**src/rtl/plg_sched.sv**
```systemverilog
// Round-robin frame scheduler feeding two requester queues into a payload generator.
// Optional WAIT_TX watchdog is enabled by defining PLG_SCHED_TIMEOUT_EN.
module plg_sched #(
  parameter int unsigned GAP_CYC     = 4,
  parameter int unsigned MAX_LEN     = 4095,
  parameter int unsigned TIMEOUT_CYC = 65535
) (
  input  logic        clk,
  input  logic        rst,
  input  logic [1:0]  req,
  input  logic [14:0] len0,
  input  logic [14:0] len1,
  input  logic [7:0]  dat0,
  input  logic [7:0]  dat1,
  input  logic        plg_do_vld,
  output logic [1:0]  gnt,
  output logic [1:0]  byte_rd,
  output logic [7:0]  plg_di,
  output logic [14:0] plg_di_num,
  output logic        plg_di_vld,
  output logic [1:0]  done,
  output logic        err_len,
  output logic        timeout
);

  typedef enum logic [2:0] {StIdle, StGrant, StXfer, StWaitTx, StGap} state_e;

  state_e      state_q, state_d;
  logic        ptr_q, ptr_d;
  logic        win_q, win_d;
  logic [14:0] len_q, len_d;
  logic [14:0] cnt_q, cnt_d;
  logic        seen_hi_q, seen_hi_d;
  logic [1:0]  gnt_q, gnt_d;
  logic [1:0]  byte_rd_q, byte_rd_d;
  logic [7:0]  plg_di_q, plg_di_d;
  logic [14:0] plg_di_num_q, plg_di_num_d;
  logic        plg_di_vld_q, plg_di_vld_d;
  logic        timeout_pulse;
`ifdef PLG_SCHED_TIMEOUT_EN
  logic [16:0] wd_q, wd_d;
`endif

  logic       pick;
  logic       len_bad;
  logic [1:0] win_oh;
  logic [7:0] dat_sel;

  assign win_oh  = win_q ? 2'b10 : 2'b01;
  assign dat_sel = win_q ? dat1 : dat0;
  assign len_bad = (len_q == 15'd0) || (32'(len_q) > MAX_LEN);

  always_comb begin
    state_d       = state_q;
    ptr_d         = ptr_q;
    win_d         = win_q;
    len_d         = len_q;
    cnt_d         = cnt_q;
    seen_hi_d     = seen_hi_q;
    gnt_d         = gnt_q;
    byte_rd_d     = byte_rd_q;
    plg_di_num_d  = plg_di_num_q;
    done          = 2'b00;
    err_len       = 1'b0;
    timeout_pulse = 1'b0;
`ifdef PLG_SCHED_TIMEOUT_EN
    wd_d          = wd_q;
`endif
    // Favour the pointed-to requester, fall back to the other one.
    pick = req[ptr_q] ? ptr_q : ~ptr_q;

    // The payload path is a one-cycle registered copy of the pop strobe.
    plg_di_vld_d = |byte_rd_q;
    plg_di_d     = (|byte_rd_q) ? dat_sel : plg_di_q;

    unique case (state_q)
      StIdle: begin
        if (|req) begin
          win_d   = pick;
          len_d   = pick ? len1 : len0;
          gnt_d   = pick ? 2'b10 : 2'b01;
          state_d = StGrant;
        end
      end
      StGrant: begin
        if (len_bad) begin
          err_len = 1'b1;
          done    = win_oh;
          gnt_d   = 2'b00;
          ptr_d   = ~win_q;
          state_d = StIdle;
        end else begin
          plg_di_num_d = len_q;
          byte_rd_d    = win_oh;
          cnt_d        = 15'd0;
          state_d      = StXfer;
        end
      end
      StXfer: begin
        if (cnt_q == len_q - 15'd1) begin
          byte_rd_d = 2'b00;
          cnt_d     = 15'd0;
          seen_hi_d = 1'b0;
`ifdef PLG_SCHED_TIMEOUT_EN
          wd_d      = 17'd0;
`endif
          state_d   = StWaitTx;
        end else begin
          cnt_d = cnt_q + 15'd1;
        end
      end
      StWaitTx: begin
        if (plg_do_vld) begin
          seen_hi_d = 1'b1;
        end
        if (seen_hi_q && !plg_do_vld) begin
          done    = win_oh;
          cnt_d   = 15'd0;
          state_d = StGap;
        end
`ifdef PLG_SCHED_TIMEOUT_EN
        else if (wd_q == 17'(TIMEOUT_CYC - 1)) begin
          timeout_pulse = 1'b1;
          done          = win_oh;
          cnt_d         = 15'd0;
          state_d       = StGap;
        end else begin
          wd_d = wd_q + 17'd1;
        end
`endif
      end
      StGap: begin
        if (cnt_q == 15'(GAP_CYC - 1)) begin
          gnt_d   = 2'b00;
          ptr_d   = ~win_q;
          cnt_d   = 15'd0;
          state_d = StIdle;
        end else begin
          cnt_d = cnt_q + 15'd1;
        end
      end
      default: state_d = StIdle;
    endcase
  end

  always_ff @(posedge clk or posedge rst) begin
    if (rst) begin
      state_q      <= StIdle;
      ptr_q        <= 1'b0;
      win_q        <= 1'b0;
      len_q        <= 15'd0;
      cnt_q        <= 15'd0;
      seen_hi_q    <= 1'b0;
      gnt_q        <= 2'b00;
      byte_rd_q    <= 2'b00;
      plg_di_q     <= 8'd0;
      plg_di_num_q <= 15'd0;
      plg_di_vld_q <= 1'b0;
`ifdef PLG_SCHED_TIMEOUT_EN
      wd_q         <= 17'd0;
`endif
    end else begin
      state_q      <= state_d;
      ptr_q        <= ptr_d;
      win_q        <= win_d;
      len_q        <= len_d;
      cnt_q        <= cnt_d;
      seen_hi_q    <= seen_hi_d;
      gnt_q        <= gnt_d;
      byte_rd_q    <= byte_rd_d;
      plg_di_q     <= plg_di_d;
      plg_di_num_q <= plg_di_num_d;
      plg_di_vld_q <= plg_di_vld_d;
`ifdef PLG_SCHED_TIMEOUT_EN
      wd_q         <= wd_d;
`endif
    end
  end

  assign gnt        = gnt_q;
  assign byte_rd    = byte_rd_q;
  assign plg_di     = plg_di_q;
  assign plg_di_num = plg_di_num_q;
  assign plg_di_vld = plg_di_vld_q;
  assign timeout    = timeout_pulse;

endmodule

```
**config.mk**
```make
export PLATFORM = sky130hd
export DESIGN_NAME = plg_sched
export DESIGN_NICKNAME = d
export VERILOG_FILES = /design/src/rtl/plg_sched.sv
export SDC_FILE = /design/constraint.sdc
export NUM_CORES = 1
export LEC_CHECK = 0
export BUFFER_PORTS_ARGS = -buffer_cell sky130_fd_sc_hd__buf_2
export CORE_UTILIZATION = 59
export CTS_CLUSTER_SIZE = 8
export DETAILED_ROUTE_END_ITERATION = 8
export PLACE_DENSITY = 0.89
export SETUP_SLACK_MARGIN = 0.05
export SLEW_MARGIN = 25
export SYNTH_ARGS = -nofsm -noshare
export SYNTH_HDL_FRONTEND = slang
export SYNTH_SLANG_ARGS = --single-unit
```
**constraint.sdc**
```tcl
create_clock -name clk -period 7.5 [get_ports clk]
set_input_delay 0.375 -clock clk [delete_from_list [all_inputs] [get_ports clk]]
set_output_delay 0.375 -clock clk [all_outputs]
set_load 0.02 [all_outputs]
```
==> results.md <==
* Status: complete, no violations
* Count leader, synth: dfrtp_1
* Peak supply drop at 143 uV
* Post-synthesis sequential area ratio at 43.4%
* Fill count at 426
* ANT cells at 0
* Die X at 81.1 um
* Maximum Capacitance Violations at 0
* Critical Path Start Type: flop
* Worst-case clock buffer depth at 2
* Initial DRC Count at 260
* Largest family of logic cells by synthesized area: simple AND/OR/NAND/NOR gates
* Setup violators final at 0
* Slew @ Worst Pin at 0.966 ns
* Crit path max fanout at 10
* Syn Area/Cell at 9.79 um^2
* CP Cell Sequence: inv_1, ha_1, or4b_4, or3_1, a22o_1, or4_4, nor4b_4, o211ai_2, a32o_1
* Slowest cell on the critical path: or4b_4
* Die ar. at 0.00657 mm^2
* PortBufs at 81
* Unique cell type count in the Yosys netlist at 55
* Gr usage total at 28.9%
* Post-synth net total at 431
* Initial Utilization at 61.6%
* CTS sink cnt at 64
* Crit path arrival time at 3.77 ns
* Post-route minimum period at 3.54 ns
* Reg2reg start: len_q[0]
* Synth Area in Adders at 1.02%
* Clock Latency Late Sink at 0.35 ns
* CP bufs+invs at 1
* Num CTS Buffers at 9
* Yosys Warn Count at 0
* FF-to-FF setup slack at 3.96 ns
* XOR/XNOR Fraction of Synth Area at 4.75%
* I/O pin count at 83
* Max Fclk at 282 MHz
* RSZ-0062 raised after global routing: false
* CP Launch Point: len_q[0]
* CP Data Required Time at 7.73 ns
* Gate Count Post-Synth at 377
* Core box area at 0.00599 mm^2
* Clk slew on worst S/H paths at 0.07 ns
* Vias in the first global route at 3036
* TritonRoute pass-1 iters at 8
* Setup_tns at 0 ns
* Final WL at 8810 um
* Crit path max-delay family: simple AND/OR/NAND/NOR gates
* FF-to-FF path depth at 9
* Slew Viols, Final at 0
* Final Cycle Share at 47.2%
* Top cell type by total area after synthesis: dfrtp_1
* Async SR Flop Fraction at 100%
* Hold_ws at 0.241 ns
* Synth area leaders: dfrtp_1, mux2i_1, mux2_2
* Synth Area in Compound Gates at 12.8%
* Antenna violations before repair at 0
* CP Class: reg -> reg
* Mux contribution to synthesized area at 11.7%
* Relative slew slack at 35.6%
* Area Overhead vs Synth at 16.2%
* Cell count along the critical path at 9
* Crit. End Element: flop
* Post_cts resized at 0
* Number of synthesized flops with an enable pin at 0
* CTS hold repair buffers at 0
* Critical R2R Capture: cnt_q[13]
* H-tree levels at 3
* Post-route DRC at 0
* Die Y at 81.1 um
* Hold Crit Class: in -> async
* Via density per instance at 6.16
* Via Count at 3234
* Worst Clk Skew at 0.00793 ns
* Share of layout cells above drive strength 1 at 28.7%
* Fin. Hold Viols at 0
* CP peak stage delay at 0.51 ns
* Leak at 0.00199 uW
* Routed len/inst at 16.8 um
* Post-Syn Area at 0.00369 mm^2
* Setup bufs post-CTS at 0
* Std-Cell Rows at 28
* Most frequent cells after synthesis: dfrtp_1, nand2_1, mux2i_1, nor2_1, o21ai_0
* Global route overflow at 0
* First-pass GRT wire length at 14300 um
* Main synth FF type: dfrtp_1
* #FFs+latches synth at 64
* Nets@finish at 500
* Largest net degree at the start of global routing at 65
* Worst Setup EP: cnt_q[13]
* DRT antenna net count at 0
* Simple-Gate Fraction of Synth Area at 22.4%
* PD cells at 167 mW/mm^2
* Final Wtd Congestion at 0.866
* TritonCTS clock tree: done
* Detailed placement HPWL at 6170 um
* CTS root buf: clkbuf_8
* Post-synth top area share at 43.4%
[where the power goes]
| part | switching (uW) | total, uW | internal, uW |
|---|---|---|---|
| clock | 132 | 267 | 135 |
| combinational | 40.6 | 77.1 | 36.6 |
| sequential | 17.7 | 370 | 353 |
| total | 190 | 715 | 524 |
[how the worst min path moves through the flow]
stage                     end  slack, ns  depth (start not counted)            from
6_report             len_q[6]       0.24                          3             rst
3_3_place_gp   plg_di_num[12]       0.48                          1  plg_di_num[12]
2_1_floorplan       len_q[14]       0.48                          2       len_q[14]
5_1_grt             len_q[13]       0.33                          3        len1[13]
3_5_place_dp   plg_di_num[14]       0.48                          1  plg_di_num[14]
4_1_cts        plg_di_num[11]       0.28                          3             rst
[worst min-delay path, stage by stage]
cell and delay, ns:
buf_2 0.10, inv_2 0.03, buf_4 0.61
[routing by layer]
metal / share of wire (%) / vias to the layer above / GRT usage (%) / wire length [um]
li1: - / 1512 / - / -
met1: 43 / 1577 / 38.5 / 3810
met2: 50 / 128 / 45.9 / 4380
met3: 5.1 / 17 / 5.28 / 453
met4: 1.9 / 0 / 13.0 / 167
met5: 0 / - / 0 / 0
[cells by family after synthesis]
family                   after synthesis
AO/OA/AOI/OAI                         67
buffers and inverters                 35
AND/OR/NAND/NOR                      146
XOR/XNOR                              20
multiplexers                          41
other                                  1
flip-flops                            64
adder cells (fa/ha/maj)                3
[metrics by stage]
stage | worst slack [ns] | instances | util (%) | total power [uW] | cell area [um^2]
6_report | 3.96 | 525 | 71.6 | 715 | 4290
5_1_grt | 3.80 | 525 | 71.6 | 738 | 4290
2_1_floorplan | 4.31 | 377 | - | 424 | 3690
3_3_place_gp | 4.14 | 510 | 68.7 | 447 | 4110
4_1_cts | 3.99 | 525 | 71.6 | 715 | 4290
3_5_place_dp | 4.01 | 510 | 68.7 | 452 | 4110
[cell usage in the layout (no fill, tap or decap), types with 3 or more instances in the layout]
cell type | synthesis | final
nor4b_1 | 3 | 3
a21oi_1 | 11 | 11
nand2b_1 | 8 | 8
nor4_1 | 10 | 10
or3_1 | 6 | 6
mux2i_1 | 24 | 23
nor2b_1 | 9 | 9
nor2_1 | 21 | 21
nand4_1 | 4 | 4
a32o_1 | 10 | 10
xor2_1 | 5 | 5
buf_4 | 1 | 3
inv_1 | 9 | 8
buf_2 | 4 | 81
mux2_2 | 17 | 17
xnor2_1 | 15 | 15
nor3_1 | 15 | 15
dfrtp_1 | 64 | 64
or4_1 | 5 | 5
nand2_1 | 33 | 33
ha_1 | 3 | 3
nand3_1 | 8 | 8
clkbuf_8 | 0 | 11
nand3b_1 | 3 | 3
and3_1 | 6 | 6
a22o_1 | 6 | 6
o21ai_0 | 20 | 20
[cell type report]
| type | count | area (um^2) | share of cell area, % |
|---|---|---|---|
| clock buffer | 12 | 155 | 3.62 |
| clock inverter | 3 | 17.5 | 0.409 |
| inverter | 9 | 33.8 | 0.788 |
| multi-input combinational | 278 | 1960 | 45.7 |
| sequential | 64 | 1600 | 37.4 |
| tap | 75 | 93.8 | 2.19 |
| timing repair buffer | 84 | 428 | 9.98 |
[sequential cells by signal, summed over array words and instances (netlist names)]
name and count:
plg_di 8, byte_rd 2, ptr_q 1, seen_hi_q 1
win_q 1, plg_di_num 15, gnt 2, state_q 3
len_q 15, plg_di_vld 1, cnt_q 15
No activity file was read; power rests on OpenSTA's default activity.
